===== src/rtl/hazard_ctrl_unit_pkg.sv =====
// Shared types for the hazard controller: forwarding-mux select codes and scoreboard states.
// Optional build feature: HAZ_PERF_CNT_EN adds the stall/flush perf counters.
package hazard_pkg;

    typedef enum logic [1:0] {
        FWD_RF  = 2'b00,
        FWD_WB  = 2'b01,
        FWD_MEM = 2'b10
    } fwd_sel_e;

    typedef enum logic {
        MC_IDLE = 1'b0,
        MC_BUSY = 1'b1
    } mc_state_e;

    localparam int REG_AW_DEF   = 5;
    localparam int MC_LAT_W_DEF = 4;
    localparam int PERF_W_DEF   = 32;

endpackage


===== src/rtl/hazard_ctrl_unit_if.sv =====
// Pipeline <-> hazard controller signal bundle. master = datapath side, slave = hazard controller.
// HAZ_PERF_CNT_EN adds the StallCnt/FlushCnt counters.
interface hazard_ctrl_unit_if #(
    parameter int REG_AW   = 5,
    parameter int MC_LAT_W = 4,
    parameter int PERF_W   = 32
) ();
    logic [REG_AW-1:0]   Rs1_D;
    logic [REG_AW-1:0]   Rs2_D;
    logic                McOpD;
    logic [REG_AW-1:0]   Rs1_E;
    logic [REG_AW-1:0]   Rs2_E;
    logic [REG_AW-1:0]   RD_E;
    logic                LoadE;
    logic                PCSrcE;
    logic                McStartE;
    logic [MC_LAT_W-1:0] McLatE;
    logic                RegWriteM;
    logic [REG_AW-1:0]   RD_M;
    logic                RegWriteW;
    logic [REG_AW-1:0]   RD_W;
    logic [1:0]          ForwardAE;
    logic [1:0]          ForwardBE;
    logic                StallF;
    logic                StallD;
    logic                FlushD;
    logic                FlushE;
    logic                McBusy;
    logic                McDone;
    logic [REG_AW-1:0]   McRd;
`ifdef HAZ_PERF_CNT_EN
    logic [PERF_W-1:0]   StallCnt;
    logic [PERF_W-1:0]   FlushCnt;
`endif

    modport master (
`ifdef HAZ_PERF_CNT_EN
        input  StallCnt, FlushCnt,
`endif
        output Rs1_D, Rs2_D, McOpD, Rs1_E, Rs2_E, RD_E, LoadE, PCSrcE,
               McStartE, McLatE, RegWriteM, RD_M, RegWriteW, RD_W,
        input  ForwardAE, ForwardBE, StallF, StallD, FlushD, FlushE,
               McBusy, McDone, McRd
    );

    modport slave (
`ifdef HAZ_PERF_CNT_EN
        output StallCnt, FlushCnt,
`endif
        input  Rs1_D, Rs2_D, McOpD, Rs1_E, Rs2_E, RD_E, LoadE, PCSrcE,
               McStartE, McLatE, RegWriteM, RD_M, RegWriteW, RD_W,
        output ForwardAE, ForwardBE, StallF, StallD, FlushD, FlushE,
               McBusy, McDone, McRd
    );
endinterface


===== src/rtl/hazard_ctrl_unit_chk.sv =====
// Simulation checker: a new multi-cycle op must never issue while the previous one is still running.
module hazard_ctrl_unit_chk (
    input logic clk,
    input logic rst,
    input logic mc_start,
    input logic mc_busy,
    input logic mc_done
);
    a_no_issue_while_busy: assert property (
        @(posedge clk) disable iff (rst) !(mc_start && mc_busy && !mc_done)
    ) else $error("multi-cycle issue while scoreboard busy");
endmodule


===== src/rtl/hazard_ctrl_unit_mc_scoreboard.sv =====
// Single-entry scoreboard for one outstanding multi-cycle op: tracks its destination and
// counts down its latency, flagging completion in the final cycle.
module mc_scoreboard
    import hazard_pkg::*;
#(
    parameter int REG_AW   = 5,
    parameter int MC_LAT_W = 4
) (
    input  logic                clk,
    input  logic                rst,
    input  logic                i_start,
    input  logic [MC_LAT_W-1:0] i_lat,
    input  logic [REG_AW-1:0]   i_rd,
    output logic                o_busy,
    output logic                o_done,
    output logic [REG_AW-1:0]   o_rd
);
    localparam logic [MC_LAT_W-1:0] CNT_ONE  = {{(MC_LAT_W-1){1'b0}}, 1'b1};
    localparam logic [MC_LAT_W-1:0] CNT_ZERO = {MC_LAT_W{1'b0}};
    localparam logic [REG_AW-1:0]   RD_ZERO  = {REG_AW{1'b0}};

    mc_state_e           r_state, w_state_nxt;
    logic [MC_LAT_W-1:0] r_cnt, w_cnt_nxt;
    logic [REG_AW-1:0]   r_rd, w_rd_nxt;
    logic [MC_LAT_W-1:0] w_lat_eff;
    logic                w_done;

    // A zero latency still needs one cycle to complete.
    assign w_lat_eff = (i_lat == CNT_ZERO) ? CNT_ONE : i_lat;
    assign w_done    = (r_state == MC_BUSY) && (r_cnt == CNT_ONE);

    // State, countdown and destination registers.
    always_ff @(posedge clk) begin
        if (rst) begin
            r_state <= MC_IDLE;
            r_cnt   <= CNT_ZERO;
            r_rd    <= RD_ZERO;
        end else begin
            r_state <= w_state_nxt;
            r_cnt   <= w_cnt_nxt;
            r_rd    <= w_rd_nxt;
        end
    end

    // Next-state: issue loads the entry, completion either frees it or reloads back-to-back.
    always_comb begin
        w_state_nxt = r_state;
        w_cnt_nxt   = r_cnt;
        w_rd_nxt    = r_rd;
        case (r_state)
            MC_IDLE: begin
                if (i_start) begin
                    w_state_nxt = MC_BUSY;
                    w_cnt_nxt   = w_lat_eff;
                    w_rd_nxt    = i_rd;
                end else begin
                    w_state_nxt = MC_IDLE;
                end
            end
            MC_BUSY: begin
                if (w_done && i_start) begin
                    w_cnt_nxt   = w_lat_eff;
                    w_rd_nxt    = i_rd;
                end else if (w_done) begin
                    w_state_nxt = MC_IDLE;
                    w_cnt_nxt   = CNT_ZERO;
                    w_rd_nxt    = RD_ZERO;
                end else begin
                    w_cnt_nxt   = r_cnt - CNT_ONE;
                end
            end
            default: begin
                w_state_nxt = MC_IDLE;
                w_cnt_nxt   = CNT_ZERO;
                w_rd_nxt    = RD_ZERO;
            end
        endcase
    end

    assign o_busy = (r_state == MC_BUSY);
    assign o_done = w_done;
    assign o_rd   = r_rd;
endmodule


===== src/rtl/hazard_ctrl_unit.sv =====
// Hazard controller for the 5-stage pipeline: E-stage forwarding, load-use / scoreboard / structural
// stalls and branch flushes. HAZ_PERF_CNT_EN adds saturating stall/flush cycle counters.
module hazard_ctrl_unit
    import hazard_pkg::*;
#(
    parameter int REG_AW   = 5,
    parameter int MC_LAT_W = 4,
    parameter int PERF_W   = 32
) (
    input logic              clk,
    input logic              rst,
    hazard_ctrl_unit_if.slave bus
);
    localparam logic [REG_AW-1:0] RD_ZERO = {REG_AW{1'b0}};

    logic              w_mc_busy, w_mc_done;
    logic [REG_AW-1:0] w_mc_rd;
    fwd_sel_e          w_fwd_a, w_fwd_b;
    logic              w_load_use, w_sb_hit, w_struct, w_stall;
    logic              w_stall_f, w_stall_d, w_flush_d, w_flush_e;

    function automatic fwd_sel_e fwd_pick(
        input logic [REG_AW-1:0] rs,
        input logic              we_m,
        input logic [REG_AW-1:0] rd_m,
        input logic              we_w,
        input logic [REG_AW-1:0] rd_w
    );
        fwd_sel_e sel;
        if (we_m && (rd_m != RD_ZERO) && (rd_m == rs)) begin
            sel = FWD_MEM;
        end else if (we_w && (rd_w != RD_ZERO) && (rd_w == rs)) begin
            sel = FWD_WB;
        end else begin
            sel = FWD_RF;
        end
        return sel;
    endfunction

    mc_scoreboard #(.REG_AW(REG_AW), .MC_LAT_W(MC_LAT_W)) u_sb (
        .clk     (clk),
        .rst     (rst),
        .i_start (bus.McStartE),
        .i_lat   (bus.McLatE),
        .i_rd    (bus.RD_E),
        .o_busy  (w_mc_busy),
        .o_done  (w_mc_done),
        .o_rd    (w_mc_rd)
    );

    hazard_ctrl_unit_chk u_chk (
        .clk      (clk),
        .rst      (rst),
        .mc_start (bus.McStartE),
        .mc_busy  (w_mc_busy),
        .mc_done  (w_mc_done)
    );

    // Operand forwarding, forced to the register file while in reset.
    always_comb begin
        w_fwd_a = FWD_RF;
        w_fwd_b = FWD_RF;
        if (!rst) begin
            w_fwd_a = fwd_pick(bus.Rs1_E, bus.RegWriteM, bus.RD_M, bus.RegWriteW, bus.RD_W);
            w_fwd_b = fwd_pick(bus.Rs2_E, bus.RegWriteM, bus.RD_M, bus.RegWriteW, bus.RD_W);
        end else begin
            w_fwd_a = FWD_RF;
            w_fwd_b = FWD_RF;
        end
    end

    assign w_load_use = bus.LoadE && (bus.RD_E != RD_ZERO) &&
                        ((bus.RD_E == bus.Rs1_D) || (bus.RD_E == bus.Rs2_D));
    assign w_sb_hit   = w_mc_busy && !w_mc_done && (w_mc_rd != RD_ZERO) &&
                        ((w_mc_rd == bus.Rs1_D) || (w_mc_rd == bus.Rs2_D));
    assign w_struct   = bus.McOpD && w_mc_busy && !w_mc_done;
    assign w_stall    = w_load_use || w_sb_hit || w_struct;

    // Stall/flush merge; a taken branch discards the wrong-path D so it overrides any stall.
    always_comb begin
        w_stall_f = 1'b0;
        w_stall_d = 1'b0;
        w_flush_d = 1'b0;
        w_flush_e = 1'b0;
        if (rst) begin
            w_flush_e = 1'b0;
        end else if (bus.PCSrcE) begin
            w_flush_d = 1'b1;
            w_flush_e = 1'b1;
        end else begin
            w_stall_f = w_stall;
            w_stall_d = w_stall;
            w_flush_e = w_stall;
        end
    end

    assign bus.ForwardAE = w_fwd_a;
    assign bus.ForwardBE = w_fwd_b;
    assign bus.StallF    = w_stall_f;
    assign bus.StallD    = w_stall_d;
    assign bus.FlushD    = w_flush_d;
    assign bus.FlushE    = w_flush_e;
    assign bus.McBusy    = !rst && w_mc_busy;
    assign bus.McDone    = !rst && w_mc_done;
    assign bus.McRd      = rst ? RD_ZERO : w_mc_rd;

`ifdef HAZ_PERF_CNT_EN
    localparam logic [PERF_W-1:0] PERF_ONE = {{(PERF_W-1){1'b0}}, 1'b1};
    localparam logic [PERF_W-1:0] PERF_MAX = {PERF_W{1'b1}};
    logic [PERF_W-1:0] r_stall_cnt, r_flush_cnt;

    // Saturating cycle counters for StallD and FlushE.
    always_ff @(posedge clk) begin
        if (rst) begin
            r_stall_cnt <= {PERF_W{1'b0}};
            r_flush_cnt <= {PERF_W{1'b0}};
        end else begin
            if (w_stall_d && (r_stall_cnt != PERF_MAX)) begin
                r_stall_cnt <= r_stall_cnt + PERF_ONE;
            end
            if (w_flush_e && (r_flush_cnt != PERF_MAX)) begin
                r_flush_cnt <= r_flush_cnt + PERF_ONE;
            end
        end
    end

    assign bus.StallCnt = rst ? {PERF_W{1'b0}} : r_stall_cnt;
    assign bus.FlushCnt = rst ? {PERF_W{1'b0}} : r_flush_cnt;
`endif
endmodule

===== src/flat_wrapper.sv =====
// flat-port wrapper written by rule: the top's interface ports become plain ports
module hazard_ctrl_unit_flat import hazard_pkg::*;
#(
    parameter int REG_AW   = 5,
    parameter int MC_LAT_W = 4,
    parameter int PERF_W   = 32
)
  (clk, rst, bus_Rs1_D, bus_Rs2_D, bus_McOpD, bus_Rs1_E, bus_Rs2_E, bus_RD_E, bus_LoadE, bus_PCSrcE, bus_McStartE, bus_McLatE, bus_RegWriteM, bus_RD_M, bus_RegWriteW, bus_RD_W, bus_ForwardAE, bus_ForwardBE, bus_StallF, bus_StallD, bus_FlushD, bus_FlushE, bus_McBusy, bus_McDone, bus_McRd);
  hazard_ctrl_unit_if #(.REG_AW(REG_AW), .MC_LAT_W(MC_LAT_W), .PERF_W(PERF_W)) bus_i ();
  input logic clk;
  input logic rst;
  input wire logic [$bits(bus_i.Rs1_D)-1:0] bus_Rs1_D;
  input wire logic [$bits(bus_i.Rs2_D)-1:0] bus_Rs2_D;
  input wire logic [$bits(bus_i.McOpD)-1:0] bus_McOpD;
  input wire logic [$bits(bus_i.Rs1_E)-1:0] bus_Rs1_E;
  input wire logic [$bits(bus_i.Rs2_E)-1:0] bus_Rs2_E;
  input wire logic [$bits(bus_i.RD_E)-1:0] bus_RD_E;
  input wire logic [$bits(bus_i.LoadE)-1:0] bus_LoadE;
  input wire logic [$bits(bus_i.PCSrcE)-1:0] bus_PCSrcE;
  input wire logic [$bits(bus_i.McStartE)-1:0] bus_McStartE;
  input wire logic [$bits(bus_i.McLatE)-1:0] bus_McLatE;
  input wire logic [$bits(bus_i.RegWriteM)-1:0] bus_RegWriteM;
  input wire logic [$bits(bus_i.RD_M)-1:0] bus_RD_M;
  input wire logic [$bits(bus_i.RegWriteW)-1:0] bus_RegWriteW;
  input wire logic [$bits(bus_i.RD_W)-1:0] bus_RD_W;
  output wire logic [$bits(bus_i.ForwardAE)-1:0] bus_ForwardAE;
  output wire logic [$bits(bus_i.ForwardBE)-1:0] bus_ForwardBE;
  output wire logic [$bits(bus_i.StallF)-1:0] bus_StallF;
  output wire logic [$bits(bus_i.StallD)-1:0] bus_StallD;
  output wire logic [$bits(bus_i.FlushD)-1:0] bus_FlushD;
  output wire logic [$bits(bus_i.FlushE)-1:0] bus_FlushE;
  output wire logic [$bits(bus_i.McBusy)-1:0] bus_McBusy;
  output wire logic [$bits(bus_i.McDone)-1:0] bus_McDone;
  output wire logic [$bits(bus_i.McRd)-1:0] bus_McRd;
  assign bus_i.Rs1_D = bus_Rs1_D;
  assign bus_i.Rs2_D = bus_Rs2_D;
  assign bus_i.McOpD = bus_McOpD;
  assign bus_i.Rs1_E = bus_Rs1_E;
  assign bus_i.Rs2_E = bus_Rs2_E;
  assign bus_i.RD_E = bus_RD_E;
  assign bus_i.LoadE = bus_LoadE;
  assign bus_i.PCSrcE = bus_PCSrcE;
  assign bus_i.McStartE = bus_McStartE;
  assign bus_i.McLatE = bus_McLatE;
  assign bus_i.RegWriteM = bus_RegWriteM;
  assign bus_i.RD_M = bus_RD_M;
  assign bus_i.RegWriteW = bus_RegWriteW;
  assign bus_i.RD_W = bus_RD_W;
  assign bus_ForwardAE = bus_i.ForwardAE;
  assign bus_ForwardBE = bus_i.ForwardBE;
  assign bus_StallF = bus_i.StallF;
  assign bus_StallD = bus_i.StallD;
  assign bus_FlushD = bus_i.FlushD;
  assign bus_FlushE = bus_i.FlushE;
  assign bus_McBusy = bus_i.McBusy;
  assign bus_McDone = bus_i.McDone;
  assign bus_McRd = bus_i.McRd;
  hazard_ctrl_unit #(.REG_AW(REG_AW), .MC_LAT_W(MC_LAT_W), .PERF_W(PERF_W)) u_core (.clk(clk), .rst(rst), .bus(bus_i));
endmodule

===== config.mk =====
export PLATFORM = sky130hd
export DESIGN_NAME = hazard_ctrl_unit_flat
export DESIGN_NICKNAME = d
export VERILOG_FILES = /design/src/rtl/hazard_ctrl_unit_pkg.sv /design/src/rtl/hazard_ctrl_unit_if.sv /design/src/rtl/hazard_ctrl_unit_chk.sv /design/src/rtl/hazard_ctrl_unit_mc_scoreboard.sv /design/src/rtl/hazard_ctrl_unit.sv /design/src/flat_wrapper.sv
export SDC_FILE = /design/constraint.sdc
export NUM_CORES = 1
export LEC_CHECK = 0
export ABC_AREA = 1
export CAP_MARGIN = 20
export CORE_AREA = 2 2 60 62
export CTS_CLUSTER_DIAMETER = 50
export DETAILED_ROUTE_END_ITERATION = 8
export DIE_AREA = 0 0 62 64
export PLACE_DENSITY_LB_ADDON = 0.2
export RECOVER_POWER = 50
export SLEW_MARGIN = 20
export SYNTH_ARGS = -nofsm -noshare
export SYNTH_HDL_FRONTEND = slang
export SYNTH_HIERARCHICAL = 1
export SYNTH_SLANG_ARGS = --single-unit

===== constraint.sdc =====
create_clock -name clk -period 1.6 [get_ports clk]
set_clock_uncertainty 0.05 [all_clocks]
set_input_delay 0.24 -clock clk [delete_from_list [all_inputs] [get_ports clk]]
set_output_delay 0.24 -clock clk [all_outputs]
set_load 0.05 [all_outputs]

==> flow_summary.ini, run 1 <==
[run]
cap_violations = 0

[global_route]
grt_overflow = 0
grt_usage_pct = 23.1
antenna_found_initial = 0
grt_pass1_wl_um = 7020
grt_start_max_net_pins = 13
grt_pass1_vias = 1712

[place]
gp_congestion = 0.843
place_area_um2 = 2350
io_buffer_count = 61
place_hpwl_um = 3360

[worst_setup_path]
max_stage_delay_ns = 0.34
critPathSlowestCell = dfxtp_2
ff2ff_path_depth = 8
reg2reg_slack_ns = -0.03
worstPathMaxFanout = 3
worstSetupPathType = reg2out
cpMostUsedCell = inv_2
path_cells = inv_2, ha_4, nand2_4, nor2_4, inv_2, nand3_2, inv_2, nand2_2, nand3_2, nand2_4, nor2_4, buf_12
required_ns = 1.31
start_kind = flip-flop
worst_setup_path_end_kind = output pin
arrival_ns = 1.63

[finish]
final_cell_area_um2 = 2640
diodes = 0
final_common_cell = nand2_1
finalNetCount = 385
drive_gt1_share_pct = 42.1
syn_to_final_growth_pct = 102
nFillCells = 229
final_cell_mix = nand2_1 (64), buf_4 (31), inv_1 (29)
multi_input_area_um2 = 1190
final-seq-area_um2 = 219

[synth]
syn_inst = 241
synth-async-reset-ratio_pct = 0
synth_edf_count = 0
syn-mean-instance-area_um2 = 5.41
ys.flop_type = dfxtp_1
yosys_warnings = 6
synth_seq_area_share_pct = 15.3
syn_nets = 290
netlist_area_um2 = 1310
synth_cell_type_count = 24
ys_ff_latch = 10

[clocking]
cts_tree = yes
numCtsBuffers = 3
cts.path.max_buffers = 2
clock-sinks = 10
htreeDepth = 1
cts.clk_slew.worst_paths_ns = 0.07
root_buffer = clkbuf_4
clk_latency_ns = 0.27

[power]
vdd_drop_max_mv = 0.442
p_leak_nw = 1.33
p_per_area_nw_per_um2 = 467

[timing]
fmax_mhz = 520
layout_setup_ws_ns = -0.321
period_share_pct = 120
rsz0062_at_grt = true
period_needed_ns = 1.92
hold_viol = 0
setup_viol = 13
whs_ns = 0.387
tns_ns = -1.21
worstMarginPinSlew_ns = 0.403
maxSlewViolCount = 0
slew_headroom_pct = 73.1

[die]
start_util_pct = 39.7
dieArea_um2 = 3970
coreArea_um2 = 3280
row_count = 21
ios = 62
die_w_um = 62
die_h_um = 64

[outcome]
violations = negative setup slack
status = finished with violations

[min_path]
whs_path_depth = 3
hold_path_class = in2reg

[routing]
drt_wl_total_um = 4960
drt_iter0_markers = 94
drcViolationCount = 0
post_drt_wl_per_cell_um = 13.0
via_per_inst = 4.81
dr.pass1.iters = 4
ant_nets = 0
num_vias = 1831
-- layer usage --
metal / part of all wire, % / up-vias / global-route usage [%]
met3: 6.8 / 8 / 4.05
met2: 52 / 80 / 40.0
met1: 40 / 818 / 28.4
met4: 1.8 / 0 / 6.38
li1: - / 925 / -
met5: 0 / - / 0
-- cells by family (layout without fill, tap and decap cells) --
logic type	Yosys count	in the layout	share of synthesized area, %
adders and majority gates	2	2	1.92
DFF	10	10	15.3
xor gates and xnor gates	24	24	16.1
AOI/OAI and AO/OA	15	15	5.75
buffers and inverters	47	141	14.5
and+or+nand+nor	143	143	46.4
-- worst max-delay path, delay by kind of cell, from the launching register on --
family	cells	cell delay, ns
AND/OR/NAND/NOR	7	0.51
adder cells (fa/ha/maj)	1	0.15
buffers and inverters	4	0.33
flip-flops	1	0.34
-- Yosys cell counts, types with 2 or more instances --
| cell type | number | area (um^2) |
|---|---|---|
| nand2_1 | 73 | 274 |
| a21oi_1 | 10 | 50.1 |
| xor2_1 | 9 | 78.8 |
| or2_2 | 2 | 12.5 |
| nand2_2 | 3 | 18.8 |
| inv_1 | 37 | 139 |
| inv_2 | 5 | 18.8 |
| o21ai_0 | 4 | 20.0 |
| xnor2_1 | 15 | 131 |
| dfxtp_1 | 10 | 200 |
| nor2_1 | 32 | 120 |
| nor3_1 | 2 | 10.0 |
| nand4_1 | 4 | 25.0 |
| nor4_1 | 2 | 12.5 |
| nor2_2 | 2 | 12.5 |
| nand3_1 | 22 | 110 |
| ha_1 | 2 | 25.0 |
-- path summary, 6_finish.rpt --
kind / end / startpoint
hold / removal: u_core/u_sb/o_rd[3] / bus_RD_E[3]
setup reg to reg: u_core/u_sb/o_rd[2] / u_core/u_sb/r_cnt[1]
setup / recovery: bus_StallF / u_core/u_sb/r_cnt[1]
hold reg to reg: u_core/u_sb/o_rd[3] / u_core/u_sb/o_rd[3]
-- power by group --
group	switching [W]	leakage, nW	internal (W)
combinational	0.000363	1.23	0.000340
sequential	0.0000233	0.0864	0.000269
clock	0.0000978	0.0210	0.000138
total	0.000484	1.33	0.000748
-- flip-flops by register name, summed over array words and instances, names as in the netlist --
register	count
u_core/u_sb/o_rd	5
u_core/u_sb/o_busy	1
u_core/u_sb/r_cnt	4
-- area by class of cell --
cell class,instances,area share (%)
multi-input cells,184,45.2
repair buffers,95,36.8
flip-flops and latches,10,8.29
inverters,42,6.16
well taps,46,2.18
clock buffers,4,1.37
-- per-stage QoR --
step           cells  utilization, %  total power [W]  setup WS [ns]
2_1_floorplan    241               -         0.000599         -0.177
3_3_place_gp     373            71.7         0.000899         -0.459
3_5_place_dp     373            71.7         0.000908         -0.501
4_1_cts          380            76.1          0.00116         -0.341
5_1_grt          381            80.4          0.00130         -0.416
6_report         381            80.4          0.00123         -0.321
-- what timing repair did --
| action | CTS | global route |
|---|---|---|
| gates resized for setup | 111 | 60 |
| pin swaps | 26 | 24 |
| buffers inserted | 3 | 3 |
| endpoints found under the setup margin | 8 | 14 |
| gates cloned | 0 | 0 |
| hold buffers | 0 | 0 |
Note: power is estimated with default switching activity, not from simulation.
==> inputs of run 2 (changes only) <==
--- a/config.mk
+++ b/config.mk
@@ -7,10 +7,10 @@
 export LEC_CHECK = 0
 export ABC_AREA = 1
 export CAP_MARGIN = 20
-export CORE_AREA = 2 2 60 62
+export CORE_AREA = 2 2 61 63
 export CTS_CLUSTER_DIAMETER = 50
 export DETAILED_ROUTE_END_ITERATION = 8
-export DIE_AREA = 0 0 62 64
+export DIE_AREA = 0 0 63 65
 export PLACE_DENSITY_LB_ADDON = 0.2
 export RECOVER_POWER = 50
 export SLEW_MARGIN = 20
==> run 2 against run 1 <==
The flow still finishes with violations (negative setup slack). Maximum frequency rose by 0.91%. First-iteration DRC count is 47% lower. Via count fell by 2.7%. Die area rose by 3.2%. Global-route usage decreased by 0.94 points. Cell count up 1.3%. Sequential power about the same. Largest power group unchanged.
==> flow_summary.ini, run 2 (same netlist as run 1, synthesis figures left out) <==
[outcome]
status = finished with violations
violations = negative setup slack

[global_route]
grt_pass1_wl_um = 7260
grt_usage_pct = 22.2
grt_start_max_net_pins = 14
grt_pass1_vias = 1657
grt_overflow = 0
antenna_found_initial = 0

[worst_setup_path]
worstSetupPathType = reg2out
reg2reg_to = u_core/u_sb/o_rd[2]
ff2ff_path_depth = 8
cpMostUsedCell = inv_2
path_cells = inv_2, ha_4, nand2_4, nor2_2, inv_2, nand3_2, inv_2, nand2_2, nand3_2, nand2_2, nor2_4, buf_12
crit_start = u_core/u_sb/r_cnt[1]
worstPathMaxFanout = 3
worst_setup_path_end_kind = output pin
critPathSlowestCell = dfxtp_2
crit_end = bus_StallD
arrival_ns = 1.61
max_stage_delay_ns = 0.33
start_kind = flip-flop
reg2reg_slack_ns = 0.12
regToRegStartpoint = u_core/u_sb/r_cnt[1]
required_ns = 1.31

[timing]
slew_headroom_pct = 80.3
period_share_pct = 119
fmax_mhz = 525
maxSlewViolCount = 0
tns_ns = -1.02
layout_setup_ws_ns = -0.304
rsz0062_at_grt = true
hold_viol = 0
whs_ns = 0.374
setup_viol = 4
period_needed_ns = 1.90
worstMarginPinSlew_ns = 0.295

[clocking]
root_buffer = clkbuf_4
cts.clk_slew.worst_paths_ns = 0.07
clock-sinks = 10
cts.path.max_buffers = 2
cts_tree = yes
clk_latency_ns = 0.27
htreeDepth = 1
numCtsBuffers = 3

[routing]
num_vias = 1781
dr.pass1.iters = 4
via_per_inst = 4.61
ant_nets = 0
drt_wl_total_um = 4500
drcViolationCount = 0
post_drt_wl_per_cell_um = 11.7
drt_iter0_markers = 50

[die]
die_w_um = 63
die_h_um = 65
ios = 62
coreArea_um2 = 3500
row_count = 22
dieArea_um2 = 4100
start_util_pct = 37.3

[place]
io_buffer_count = 61
gp_congestion = 0.933
dpl_worst_slack_ns = -0.474
place_hpwl_um = 3360
place_area_um2 = 2340

[power]
p_leak_nw = 1.33
power.total_w = 0.00115
vdd_drop_max_mv = 0.449
p_per_area_nw_per_um2 = 445

[finish]
final_cell_mix = nand2_1 (72), buf_4 (35), inv_1 (32)
final_common_cell = nand2_1
drive_gt1_share_pct = 38.5
finalNetCount = 389
diodes = 0
final_cell_area_um2 = 2570
largest_reg_flops = 5
syn_to_final_growth_pct = 97.3

[run]
cap_violations = 0

[min_path]
hold_path_class = in2reg
run 2: changes by cell type in the layout (fill, tap and decap cells not counted), moves of 3 or more:
cell      before  now
clkbuf_2       7    2
inv_1         29   32
nor2_2        10    6
nor2_4         6    3
nand2_2       10    3
buf_4         31   35
nand2_1       64   72
xnor2_2        5    8
nor2_1        18   25
buf_6          7   10
buf_2          5    8
run 2: critical path: cells and delay by family, from the launching register on:
family | cells | cell delay, ns
simple gates | 7 | 0.53
fa+ha+maj | 1 | 0.15
flops | 1 | 0.33
buf+inv | 4 | 0.33
run 2: how the worst min path moves through the flow:
stage                              startpoint                   end  slack (ns)  depth (start not counted)
after floorplan                 bus_McLatE[1]  u_core/u_sb/r_cnt[1]        0.34                          2
after global placement    u_core/u_sb/o_rd[3]   u_core/u_sb/o_rd[3]        0.45                          2
after detailed placement  u_core/u_sb/o_rd[3]   u_core/u_sb/o_rd[3]        0.45                          2
after CTS                         bus_RD_E[3]   u_core/u_sb/o_rd[3]        0.38                          3
after global routing              bus_RD_E[3]   u_core/u_sb/o_rd[3]        0.41                          3
final                             bus_RD_E[3]   u_core/u_sb/o_rd[3]        0.37                          3
run 2: layout make-up:
type                            instances  area, um^2
Tap cell                               48        60.1
Fill cell                             295         921
Inverter                               42         158
Clock buffer                            3        22.5
Multi-Input combinational cell        184        1130
Timing Repair Buffer                   99         991
Sequential cell                        10         216
run 2: what timing repair did:
| action | CTS | global route |
|---|---|---|
| pin swaps | 29 | 24 |
| gates cloned | 0 | 0 |
| setup endpoints to repair | 10 | 8 |
| gates resized for setup | 110 | 47 |
| hold buffers | 0 | 0 |
| buffers inserted | 6 | 2 |
run 2: stage by stage:
| stage | util, % | instances |
|---|---|---|
| 2_1_floorplan | - | 241 |
| 3_3_place_gp | 67.0 | 375 |
| 3_5_place_dp | 67.0 | 375 |
| 4_1_cts | 71.0 | 384 |
| 5_1_grt | 73.7 | 386 |
| 6_report | 73.7 | 386 |
run 2: power by group:
group | switching [W] | internal, W | total (W)
Combinational | 0.000340 | 0.000335 | 0.000675
Sequential | 0.0000236 | 0.000270 | 0.000294
Clock | 0.0000912 | 0.0000872 | 0.000178
Total | 0.000454 | 0.000693 | 0.00115
run 2: layer usage:
| metal | wire, um | vias up | track usage (%) |
|---|---|---|---|
| met5 | 0 | - | 0 |
| met4 | 97 | 0 | 6.11 |
| met3 | 275 | 10 | 3.47 |
| met2 | 2250 | 67 | 40.4 |
| met1 | 1880 | 777 | 26.9 |
| li1 | - | 927 | - |
==> inputs of run 3 (changes only) <==
--- a/config.mk
+++ b/config.mk
@@ -5,14 +5,12 @@
 export SDC_FILE = /design/constraint.sdc
 export NUM_CORES = 1
 export LEC_CHECK = 0
-export ABC_AREA = 1
 export CAP_MARGIN = 20
-export CORE_AREA = 2 2 61 63
+export CORE_AREA = 2 2 58 60
 export CTS_CLUSTER_DIAMETER = 50
 export DETAILED_ROUTE_END_ITERATION = 8
-export DIE_AREA = 0 0 63 65
+export DIE_AREA = 0 0 60 62
 export PLACE_DENSITY_LB_ADDON = 0.2
-export RECOVER_POWER = 50
 export SLEW_MARGIN = 20
 export SYNTH_ARGS = -nofsm -noshare
 export SYNTH_HDL_FRONTEND = slang
==> run 3 against run 2 <==
The flow still finishes with violations (negative setup slack). Combinational power increased by 8.3%. Highest routed layer unchanged. Largest cell class unchanged. Non-clock buffer count up 2. Worst setup slack worse by 0.35 ns.
==> flow_summary.ini, run 3 <==
[outcome]
status = finished with violations
violations = negative setup slack

[synth]
yosysMostFrequentCell = xnor2_1
synth_seq_area_share_pct = 16.9
yosysTopAreaCell = xnor2_1
synth_edf_count = 0
synth.top_cell.area_share_pct = 22.2
syn-mean-instance-area_um2 = 7.85
netlist_area_um2 = 1180
synthMuxAreaShare_pct = 1.80
syn_inst = 151
ys_ff_latch = 10
synth_compound_area_share_pct = 17.0
synth_top_family_by_area = XOR/XNOR gates
synth_common_cells = xnor2_1 (30), xor2_1 (11), dfxtp_1 (10)
syn_nets = 200
synth-async-reset-ratio_pct = 0
yosys_warnings = 6
synth_area_leaders = xnor2_1 (22%), dfxtp_1 (17%), xor2_1 (8.1%), nor2b_1 (4.8%), a32oi_1 (4.4%)
ys.flop_type = dfxtp_1
synthAdderAreaFrac_pct = 2.11
yosys.area_share.simple_pct = 26.4
synth_xor_area_share_pct = 30.3
synth_cell_type_count = 38

[power]
combinationalPowerShare_pct = 60.4
p_sw_share_pct = 37.6
power_switching_w = 0.000454
vdd_drop_max_mv = 0.473
pwr-share-clk_pct = 14.7
seqPwrFrac_pct = 24.9
p_leak_nw = 1.01
internal_power_w = 0.000755
p_per_area_nw_per_um2 = 481

[finish]
syn_to_final_growth_pct = 112
final-seq-area_um2 = 204
drive_gt1_share_pct = 45.2
finalNetCount = 301
multi_input_area_um2 = 1140
largest_reg_flops = 5
nFillCells = 206
diodes = 0
final_util_pct = 79.1
final_cell_mix = buf_4 (36), xnor2_1 (28), clkdlybuf4s50_1 (24)
final_common_cell = buf_4

[place]
io_buffer_count = 61
gp_congestion = 0.838
place_hpwl_um = 3400
dpl_worst_slack_ns = -0.670

[timing]
rsz0062_at_grt = true
maxSlewViolCount = 0
period_share_pct = 141
hold_viol = 0
layout_setup_ws_ns = -0.651
worstMarginPinSlew_ns = 0.362
fmax_mhz = 444
setup_viol = 8
period_needed_ns = 2.25
slew_headroom_pct = 75.4
whs_ns = 0.388

[global_route]
grt_overflow = 0
grt_usage_pct = 24.3
grt_pass1_wl_um = 6820
grt_pass1_vias = 1491
grt_start_max_net_pins = 23
antenna_found_initial = 0

[run]
cap_violations = 0

[clocking]
cts.path.max_buffers = 2
clk_latency_ns = 0.27
numCtsBuffers = 3
cts_tree = yes
clock-sinks = 10
cts.clk_slew.worst_paths_ns = 0.07
htreeDepth = 1
root_buffer = clkbuf_4

[routing]
via_per_inst = 5.06
post_drt_wl_per_cell_um = 15.6
drt_wl_total_um = 4620
num_vias = 1499
dr.pass1.iters = 4
drt_iter0_markers = 60
drcViolationCount = 0
ant_nets = 0

[worst_setup_path]
worstPathMaxFanout = 3
critPathSlowestCell = clkdlybuf4s50_1
max_stage_delay_ns = 0.56
crit_start = bus_RD_E[2]
required_ns = 1.31
worst_setup_path_end_kind = output pin
arrival_ns = 1.96
regToRegStartpoint = u_core/u_sb/r_cnt[1]
start_kind = input port
path_cells = clkdlybuf4s50_1, xnor2_1, nand3_1, o22ai_2, a32oi_2, a211oi_4, buf_12
worstSetupPathType = in2out

[die]
ios = 62
coreArea_um2 = 3180
die_w_um = 60
row_count = 21
die_h_um = 62
start_util_pct = 37.3
dieArea_um2 = 3720

[min_path]
hold_path_class = in2reg
worstHoldStart = rst
run 3: cell count changes in the layout (fill, tap and decap cells not counted), sizes merged, moves of 4 or more:
cell	delta
a32oi	+6
nor2b	+9
nand3	-17
xnor2	+15
nor2	-25
nand2	-69
clkdlybuf4s50	+15
buf	-5
nand4	-4
nor3	+7
or4	+5
inv	-34
dlygate4sd2	-12
run 3: final cells by class:
type	instances	area share (%)
multi-input cells	128	45.5
repair buffers	101	42.0
flip-flops and latches	10	8.11
well taps	46	2.29
inverters	8	1.19
clock buffers	3	0.896
run 3: metrics by stage:
stage | std cells | total power (W) | cell area, um^2 | TNS (ns)
2_1_floorplan | 151 | 0.000622 | 1290 | -2.38
3_3_place_gp | 284 | 0.000927 | 2310 | -4.00
3_5_place_dp | 284 | 0.000949 | 2310 | -4.39
4_1_cts | 294 | 0.00117 | 2470 | -3.33
5_1_grt | 296 | 0.00127 | 2510 | -3.74
6_report | 296 | 0.00121 | 2510 | -3.36
run 3: cell families after synthesis:
logic type / Yosys count
adder cells (fa/ha/maj): 2
AND/OR/NAND/NOR: 55
AO/OA/AOI/OAI: 27
XOR/XNOR: 41
flip-flops: 10
buffers and inverters: 14
multiplexers: 2
run 3: routing by layer:
metal	part of all wire [%]	up-vias	routed length, um	global-route usage [%]
li1	-	731	-	-
met1	41	713	1920	30.9
met2	52	51	2400	43.6
met3	5.3	4	245	2.69
met4	1.3	0	61	6.67
met5	0	-	0	0
run 3: path summary, 6_finish.rpt:
check,depth (start not counted),to,slack [ns]
setup / recovery,7,bus_StallF,-0.65
hold / removal,3,u_core/u_sb/r_cnt[1],0.39
setup reg to reg,8,u_core/u_sb/o_rd[1],0.03
hold reg to reg,2,u_core/u_sb/o_rd[2],0.54
run 3: repair_timing:
action | in CTS | in global routing
cloned | 1 | 0
hold buffers | 0 | 0
buffers inserted | 7 | 3
pin swaps | 18 | 10
setup endpoints to repair | 19 | 12
gates resized for setup | 55 | 42
run 3: power groups by stage:
stage          clock (W)  combinational, W  sequential [W]
2_1_floorplan          0          0.000320        0.000302
3_3_place_gp           0          0.000625        0.000302
3_5_place_dp           0          0.000646        0.000303
4_1_cts         0.000176          0.000692        0.000299
5_1_grt         0.000196          0.000770        0.000303
6_report        0.000178          0.000731        0.000301
run 3: critical path: cells and delay by family:
family | cells | cell delay (ns)
AO/OA/AOI/OAI | 3 | 0.73
XOR/XNOR | 1 | 0.14
AND/OR/NAND/NOR | 1 | 0.11
buffers and inverters | 2 | 0.74
